File: src/rtl/oh_dispatch4.sv
// 1-to-4 round-robin dispatcher: one valid/ready input stream fanned out to four
// one-entry lane registers, visiting enabled lanes strictly in pointer order.
module oh_dispatch4 #(
  parameter int DW   = 32,
  parameter     PROP = "DEFAULT"
) (
  input  logic            clk,
  input  logic            reset,
  input  logic [3:0]      en,
  input  logic            in_valid,
  input  logic [DW-1:0]   in_data,
  output logic            in_ready,
  output logic [3:0]      out_valid,
  output logic [4*DW-1:0] out_data,
  input  logic [3:0]      out_ready,
  output logic [1:0]      ptr,
  output logic            idle
);

  logic [3:0]      valid_q, valid_d;
  logic [4*DW-1:0] data_q, data_d;
  logic [1:0]      ptr_q, ptr_d;

  logic [1:0] tgt;
  logic       has_tgt;
  logic [1:0] idx;
  logic       accept;

  // Scan from the far end back toward ptr so the nearest enabled lane wins.
  always_comb begin
    tgt     = ptr_q;
    has_tgt = 1'b0;
    idx     = '0;
    for (int unsigned k = 4; k > 0; k--) begin
      idx = ptr_q + 2'(k - 1);
      if (en[idx]) begin
        tgt     = idx;
        has_tgt = 1'b1;
      end
    end
  end

  assign in_ready = has_tgt & (~valid_q[tgt] | out_ready[tgt]);
  assign accept   = in_valid & in_ready;

  always_comb begin
    valid_d = valid_q & ~out_ready;
    data_d  = data_q;
    ptr_d   = ptr_q;
    if (accept) begin
      valid_d[tgt]         = 1'b1;
      data_d[tgt*DW +: DW] = in_data;
      ptr_d                = tgt + 2'd1;
    end
  end

  always_ff @(posedge clk or posedge reset) begin
    if (reset) begin
      valid_q <= '0;
      data_q  <= '0;
      ptr_q   <= '0;
    end else begin
      valid_q <= valid_d;
      data_q  <= data_d;
      ptr_q   <= ptr_d;
    end
  end

  assign out_valid = valid_q;
  assign out_data  = data_q;
  assign ptr       = ptr_q;
  assign idle      = ~(valid_q[0] | valid_q[1] | valid_q[2] | valid_q[3]);

endmodule

File: config.mk
export PLATFORM = sky130hd
export DESIGN_NAME = oh_dispatch4
export DESIGN_NICKNAME = d
export VERILOG_FILES = /design/src/rtl/oh_dispatch4.sv
export SDC_FILE = /design/constraint.sdc
export NUM_CORES = 1
export LEC_CHECK = 0
export CAP_MARGIN = 10
export CELL_PAD_IN_SITES_DETAIL_PLACEMENT = 0
export CELL_PAD_IN_SITES_GLOBAL_PLACEMENT = 1
export CORE_UTILIZATION = 35
export DETAILED_ROUTE_END_ITERATION = 8
export MAX_ROUTING_LAYER = met4
export PLACE_DENSITY = 0.8
export SLEW_MARGIN = 0
export SYNTH_ARGS = -nofsm -noshare
export SYNTH_HDL_FRONTEND = slang
export SYNTH_SLANG_ARGS = --single-unit
File: constraint.sdc
create_clock -name clk -period 5.45 [get_ports clk]
set_clock_uncertainty 0.1 [all_clocks]
set_input_delay 1.09 -clock clk [delete_from_list [all_inputs] [get_ports clk]]
set_output_delay 1.09 -clock clk [all_outputs]
set_load 0.02 [all_outputs]
==> results of run 1 <==
where the power goes:
group          internal [mW]  switching (mW)  total (mW)
Sequential              1.38           0.255        1.63
Clock                  0.791           0.423        1.21
Combinational           1.02            1.20        2.22
Total                   3.19            1.88        5.07
synthesized netlist by cell type, drive strengths merged (3+ instances only):
library cell  instances  area, um^2
buf                  11        78.8
nor2b                 6        37.5
clkbuf               22        82.6
ha                    4        50.1
inv                  37         141
o21ai                67         335
a21o                  3        22.5
nand3                33         165
nand2                68         263
dfrtp               134        3350
a22o                 64         561
nand2b                3        18.8
sequential cells by signal (all words and copies together), names as in the netlist:
signal,count
out_valid,4
out_data,128
ptr,2
critical path: stages:
cell	delay, ns
clkdlybuf4s50_1	0.47
nor2b_1	0.19
o21ai_0	0.22
and3_1	0.42
inv_2	0.13
a211oi_1	0.31
o21a_1	0.19
clkdlybuf4s50_1	0.61
cells in the final DEF, fill, tap and decap left out, types with 2 or more instances in the layout:
master	Yosys	layout
clkinv_4	0	3
o21ai_1	11	11
nor2b_1	6	6
inv_1	35	34
a21o_1	3	3
clkbuf_16	0	17
bufinv_16	0	4
nor3_1	2	2
clkinvlp_4	0	3
clkdlybuf4s50_1	0	178
nand2b_1	3	3
a22o_1	64	64
clkbuf_1	22	2
nand2_1	67	67
dfrtp_1	134	134
o21a_1	2	2
nor3b_2	0	2
a2111o_1	2	2
clkbuf_8	0	2
ha_1	4	4
buf_4	2	13
nand3_1	33	33
o21ai_0	56	56
a211oi_1	2	2
area by class of cell:
class                      instances  area share
clock buffer                      21      0.0578
clock inverter                    11      0.0218
inverter                          37      0.0184
multi-input combinational        277       0.217
sequential                       134       0.421
tap                              184      0.0289
timing repair buffer             191       0.236
final timing paths:
kind | startpoint | to | depth (start not counted) | slack (ns)
max | en[2] | in_ready | 8 | 0.63
max reg2reg | ptr[1] | out_data[11] | 7 | 2.66
max in group asynchronous | reset | out_data[12] | 3 | 3.02
min | out_data[49] | out_data[49] | 2 | 0.38
min reg2reg | out_data[49] | out_data[49] | 2 | 0.38
min in group asynchronous | reset | out_data[33] | 2 | 1.10
cells by family (layout without fill, tap and decap cells):
group,count (synthesis),count (layout),share of synthesized area
AO/OA/AOI/OAI,147,147,0.192
adder cells (fa/ha/maj),4,4,0.00934
buffers and inverters,70,260,0.0565
flip-flops,134,134,0.626
multiplexers,1,1,0.00210
AND/OR/NAND/NOR,125,125,0.114
metrics by stage:
| stage | util | area, um^2 | hold WS [ns] | std cells | power [mW] |
|---|---|---|---|---|---|
| after floorplan | - | 5360 | 0.482 | 481 | 2.74 |
| after global placement | 0.497 | 7340 | 0.361 | 823 | 3.83 |
| after detailed placement | 0.497 | 7340 | 0.376 | 823 | 3.87 |
| after CTS | 0.540 | 7970 | 0.391 | 855 | 5.12 |
| after global routing | 0.540 | 7970 | 0.406 | 855 | 5.34 |
| final | 0.540 | 7970 | 0.385 | 855 | 5.07 |
layer usage:
layer | share of wire | wire length (um) | vias up | GRT usage
met1 | 0.45 | 6970 | 2209 | 0.269
met5 | 0 | 0 | - | -
met3 | 0.065 | 1010 | 18 | 0.0603
met4 | 0.013 | 208 | 0 | 0.0666
li1 | - | - | 2029 | -
met2 | 0.47 | 7310 | 166 | 0.324
==> results.cfg, run 1 <==
[outcome]
status = complete, no violations

[synthesis]
synthArstFlopShare = 1.00
synth.yosys.seq_area_share = 0.626
synth_cell_type_count = 42
avgSynthCellArea_um2 = 11.1
synth_edf_count = 0
synth_area_mm2 = 0.00536
synthFlopType = dfrtp_1
syn_nets = 528
ys_ff_latch = 134
syn_inst = 481
ys_warn_count = 0

[worst_setup_path]
arrival_ns = 3.63
cp-end-kind = output port
cp-start-kind = input pin
critical_path_required_ns = 4.26
critPathMaxFanout = 7
critPathKind = in -> out

[grt]
grt_pass1_vias = 4521
grt_start_max_net_pins = 94
grt_pass1_wl_um = 24900
grt_overflow = 0
antenna_found_initial = 0
track_usage = 0.211

[timing]
rsz0062_at_grt = no
hold_viol = 0
worstMarginPinSlew_ns = 1.04
period_share = 0.884
finalSetupViolCount = 0
drv_slew = 0
slew-limit-headroom = 0.304
tns_ns = 0
clock.fmax_ghz = 0.208
worst_slack_ns = 0.631
min_period_ns = 4.82

[final_layout]
syn_to_final_growth_pct = 48.8
nets = 705
antenna_cells = 0
fill_cells = 1290
multi_input_area_mm2 = 0.00173
ff_latch_area_mm2 = 0.00335
drive_gt1_frac = 0.0835

[cts]
cts.sinks = 134
cts_buffers = 17
hold_buffers = 0
clk_latency_ns = 0.41
htree_num_levels = 4
clkSlewWorstSetupHoldPaths_ns = 0.05
post_cts_buffers = 0
post_cts_resized = 0
cts_tree = yes
cts_buffer_depth = 2
root_buffer = clkbuf_16

[floorplanning]
core_mm2 = 0.0148
ios = 179
die_w_um = 126
rows = 44
dieArea_mm2 = 0.0158
die_h_um = 126
start_util = 0.363

[flow_run]
drv_cap = 0

[min_path]
min_path_type = reg -> reg

[power]
max-vdd-ir-drop_uv = 268
leakage_nw = 3.48
p_per_area_mw_per_mm2 = 636

[routing]
num_vias = 4422
drc_errors = 0
detail_route.wl_per_cell_um = 18.1
vias_per_cell = 5.17
totalWireLength_um = 15500
drtIter0Drc = 284
antenna_left = 0
first_pass_iters = 5

[placement]
post-place-ws_ns = 0.687
io_buffers = 178
dp_hpwl_um = 10400
routabilityCongestion = 0.828
Power figures use the tool's default switching activity.
==> run 2: changes to the inputs <==
==> constraint.sdc (replaced) <==
create_clock -name clk -period 4.89 [get_ports clk]
set_clock_uncertainty 0.1 [all_clocks]
set_input_delay 0.978 -clock clk [delete_from_list [all_inputs] [get_ports clk]]
set_output_delay 0.978 -clock clk [all_outputs]
set_load 0.02 [all_outputs]
==> results.cfg, run 2 (same netlist as run 1, synthesis figures left out) <==
[outcome]
status = complete, no violations

[cts]
post_cts_resized = 0
htree_num_levels = 4
cts.sinks = 134
cts_buffer_depth = 2
cts_buffers = 17
clkSlewWorstSetupHoldPaths_ns = 0.06
clk_latency_ns = 0.42
hold_buffers = 0
post_cts_buffers = 0
root_buffer = clkbuf_16
cts_tree = yes

[worst_setup_path]
worst_path_most_repeated_cell = clkdlybuf4s50_1
reg2reg_to = out_data[7]
critPathMaxStageDelay_ns = 0.60
reg2reg_slack_ns = 2.08
crit_end = in_ready
critPathSlowestCell = clkdlybuf4s50_1
cp-start-kind = input pin
critical_path_required_ns = 3.81
cp_num_cells = 8
r2r_cells = 7
cp_num_buf_inv = 3
critPathMaxFanout = 7
crit_chain = clkdlybuf4s50_1, nor2b_1, o21ai_0, and3_1, inv_2, a211oi_1, o21a_1, clkdlybuf4s50_1
critPathKind = in -> out
arrival_ns = 3.63
cp-end-kind = output port
cp_top_family = buffers and inverters
critPathLaunch = en[0]
r2r-start = ptr[0]

[placement]
dp_hpwl_um = 10300
io_buffers = 178
place_area_mm2 = 0.00736
routabilityCongestion = 0.816

[final_layout]
stdcell_area_mm2 = 0.00801
drive_gt1_frac = 0.0864
nets = 706
antenna_cells = 0
largest_reg_flops = 128
final_common_cell = clkdlybuf4s50_1
utilization = 0.543
syn_to_final_growth_pct = 49.5
mostFrequentLayoutCells = 178 x clkdlybuf4s50_1, 134 x dfrtp_1, 67 x nand2_1

[timing]
clock.fmax_ghz = 0.213
min_period_ns = 4.70
finalSetupViolCount = 0
hold_viol = 0
slew-limit-headroom = 0.346
drv_slew = 0
tns_ns = 0
rsz0062_at_grt = no
period_share = 0.962
worstMarginPinSlew_ns = 0.981

[floorplanning]
start_util = 0.363
core_mm2 = 0.0148
ios = 179
die_w_um = 126
rows = 44
die_h_um = 126
dieArea_mm2 = 0.0158

[grt]
grt_pass1_vias = 4517
grt_start_max_net_pins = 110
track_usage = 0.210
grt_pass1_wl_um = 24700
grt_overflow = 0
antenna_found_initial = 0

[routing]
totalWireLength_um = 15600
first_pass_iters = 4
drc_errors = 0
detail_route.wl_per_cell_um = 18.2
antenna_left = 0
num_vias = 4430
vias_per_cell = 5.18
drtIter0Drc = 302

[min_path]
min_path_type = reg -> reg

[power]
leakage_nw = 3.51
max-vdd-ir-drop_uv = 340
p_per_area_mw_per_mm2 = 713
finalPower_mw = 5.72

[flow_run]
drv_cap = 0
run 2: report_power, final:
group	switching (mW)	leakage (nW)	internal [mW]
sequential	0.276	1.82	1.54
combinational	1.35	1.37	1.14
clock	0.481	0.315	0.929
total	2.11	3.51	3.61
run 2: layout make-up:
cell class | instances | area (um^2)
well taps | 184 | 230
inverters | 37 | 146
repair buffers | 192 | 1900
flip-flops and latches | 134 | 3350
clock buffers | 19 | 453
multi-input cells | 277 | 1730
fillers | 1251 | 6740
clock inverters | 12 | 201
run 2: worst min path at each step:
stage	cells after the start	startpoint	to
floorplan	2	out_data[62]	out_data[62]
finish	2	out_data[44]	out_data[44]
detailed placement	2	out_data[44]	out_data[44]
global placement	2	out_data[44]	out_data[44]
global route	2	out_data[53]	out_data[53]
CTS	2	out_data[44]	out_data[44]
run 2: layer usage:
metal | global-route usage | share of wire | routed length [um] | vias to the layer above
met4 | 0.0652 | 0.0074 | 116 | 0
met1 | 0.273 | 0.46 | 7170 | 2205
met5 | - | 0 | 0 | -
li1 | - | - | - | 2034
met3 | 0.0612 | 0.064 | 999 | 14
met2 | 0.318 | 0.47 | 7300 | 177
run 2: worst register-to-register path, delay by kind of cell, from the launching register on:
| family | cells | cell delay (ns) |
|---|---|---|
| and+or+nand+nor | 2 | 0.55 |
| AOI/OAI and AO/OA | 3 | 1.25 |
| adders and majority gates | 1 | 0.31 |
| DFF | 1 | 0.42 |
| buffers and inverters | 1 | 0.13 |
run 2: through the flow:
stage | std cells | hold slack, ns | setup WS [ns]
global placement | 824 | 0.362 | 0.412
floorplan | 481 | 0.482 | 0.229
finish | 855 | 0.379 | 0.185
detailed placement | 824 | 0.374 | 0.285
global route | 855 | 0.411 | 0.0984
CTS | 855 | 0.386 | 0.254
==> run 3: changes to the inputs <==
--- a/config.mk
+++ b/config.mk
@@ -10,7 +10,6 @@
 export CELL_PAD_IN_SITES_GLOBAL_PLACEMENT = 1
 export CORE_UTILIZATION = 35
 export DETAILED_ROUTE_END_ITERATION = 8
-export MAX_ROUTING_LAYER = met4
 export PLACE_DENSITY = 0.8
 export SLEW_MARGIN = 0
 export SYNTH_ARGS = -nofsm -noshare
==> results.cfg, run 3 (same netlist as run 1, synthesis figures left out) <==
[grt]
antenna_found_initial = 0
grt_pass1_wl_um = 24700
track_usage = 0.204
grt_pass1_vias = 4510
grt_overflow = 0
grt_start_max_net_pins = 110

[final_layout]
drive_gt1_frac = 0.0864
nets = 706
multi_input_area_mm2 = 0.00173
largest_reg_flops = 128
stdcell_area_mm2 = 0.00801
fill_cells = 1251
antenna_cells = 0
mostFrequentLayoutCells = 178 x clkdlybuf4s50_1, 134 x dfrtp_1, 67 x nand2_1
syn_to_final_growth_pct = 49.5
final_common_cell = clkdlybuf4s50_1
ff_latch_area_mm2 = 0.00335

[worst_setup_path]
critical_path_required_ns = 3.81
critPathMaxFanout = 7
reg2reg_slack_ns = 2.07
cp-start-kind = input pin
critPathKind = in -> out
arrival_ns = 3.61
cp-end-kind = output port

[routing]
drc_errors = 0
num_vias = 4413
totalWireLength_um = 15500
antenna_left = 0
detail_route.wl_per_cell_um = 18.2
first_pass_iters = 5
drtIter0Drc = 336
vias_per_cell = 5.16

[timing]
rsz0062_at_grt = no
min_period_ns = 4.69
finalSetupViolCount = 0
drv_slew = 0
worstMarginPinSlew_ns = 0.995
tns_ns = 0
hold_viol = 0
slew-limit-headroom = 0.336
period_share = 0.959
clock.fmax_ghz = 0.213

[cts]
clk_latency_ns = 0.41
clkSlewWorstSetupHoldPaths_ns = 0.06
cts_tree = yes
root_buffer = clkbuf_16
post_cts_resized = 0
cts.sinks = 134
cts_buffer_depth = 2
hold_buffers = 0
htree_num_levels = 4
post_cts_buffers = 0
cts_buffers = 17

[floorplanning]
rows = 44
core_mm2 = 0.0148
dieArea_mm2 = 0.0158
ios = 179
die_h_um = 126
start_util = 0.363
die_w_um = 126

[outcome]
status = complete, no violations

[power]
finalPower_mw = 5.71
p_per_area_mw_per_mm2 = 713
max-vdd-ir-drop_uv = 341
leakage_nw = 3.51

[placement]
routabilityCongestion = 0.805
place_area_mm2 = 0.00736
dp_hpwl_um = 10300
io_buffers = 178

[flow_run]
drv_cap = 0

[min_path]
min_path_type = reg -> reg
==> run 3: cell counts in the layout (fill, tap and decap cells not counted) <==
Identical to the previous run, type by type.
==> run 3: final timing paths <==
kind                            cells past startpoint          from      endpoint
worst min-delay path                                2  out_data[44]  out_data[44]
worst min register to register                      2  out_data[44]  out_data[44]
worst max-delay path                                8         en[0]      in_ready
worst max register to register                      7        ptr[0]   out_data[7]
max in group asynchronous                           3         reset  out_data[28]
min in group asynchronous                           2         reset  out_data[34]
==> run 3: power by group <==
part | internal, mW | switching [mW] | leakage [nW]
logic | 1.14 | 1.35 | 1.37
registers | 1.54 | 0.275 | 1.82
clock network | 0.929 | 0.482 | 0.315
==> run 3: cell type report <==
cell class,instances,share of cell area
Multi-Input combinational cell,277,0.216
Clock inverter,12,0.0251
Timing Repair Buffer,192,0.237
Clock buffer,19,0.0565
Tap cell,184,0.0287
Sequential cell,134,0.418
Inverter,37,0.0183
==> run 3: critical path, cell delays in order <==
cell	delay [ns]
clkdlybuf4s50_1	0.51
nor2b_1	0.19
o21ai_0	0.23
and3_1	0.44
inv_2	0.13
a211oi_1	0.33
o21a_1	0.20
clkdlybuf4s50_1	0.61
==> run 3: layer usage <==
metal	share of wire	global-route usage
met5	0	0
met1	0.46	0.266
met3	0.071	0.0722
met2	0.46	0.318
met4	0.0089	0.0652
==> run 3: stage by stage <==
step	hold slack [ns]	worst slack, ns	utilization	std cells
6_report	0.379	0.200	0.543	855
3_3_place_gp	0.362	0.412	0.499	824
3_5_place_dp	0.374	0.285	0.499	824
4_1_cts	0.386	0.254	0.543	855
2_1_floorplan	0.482	0.229	-	481
5_1_grt	0.411	0.0984	0.543	855
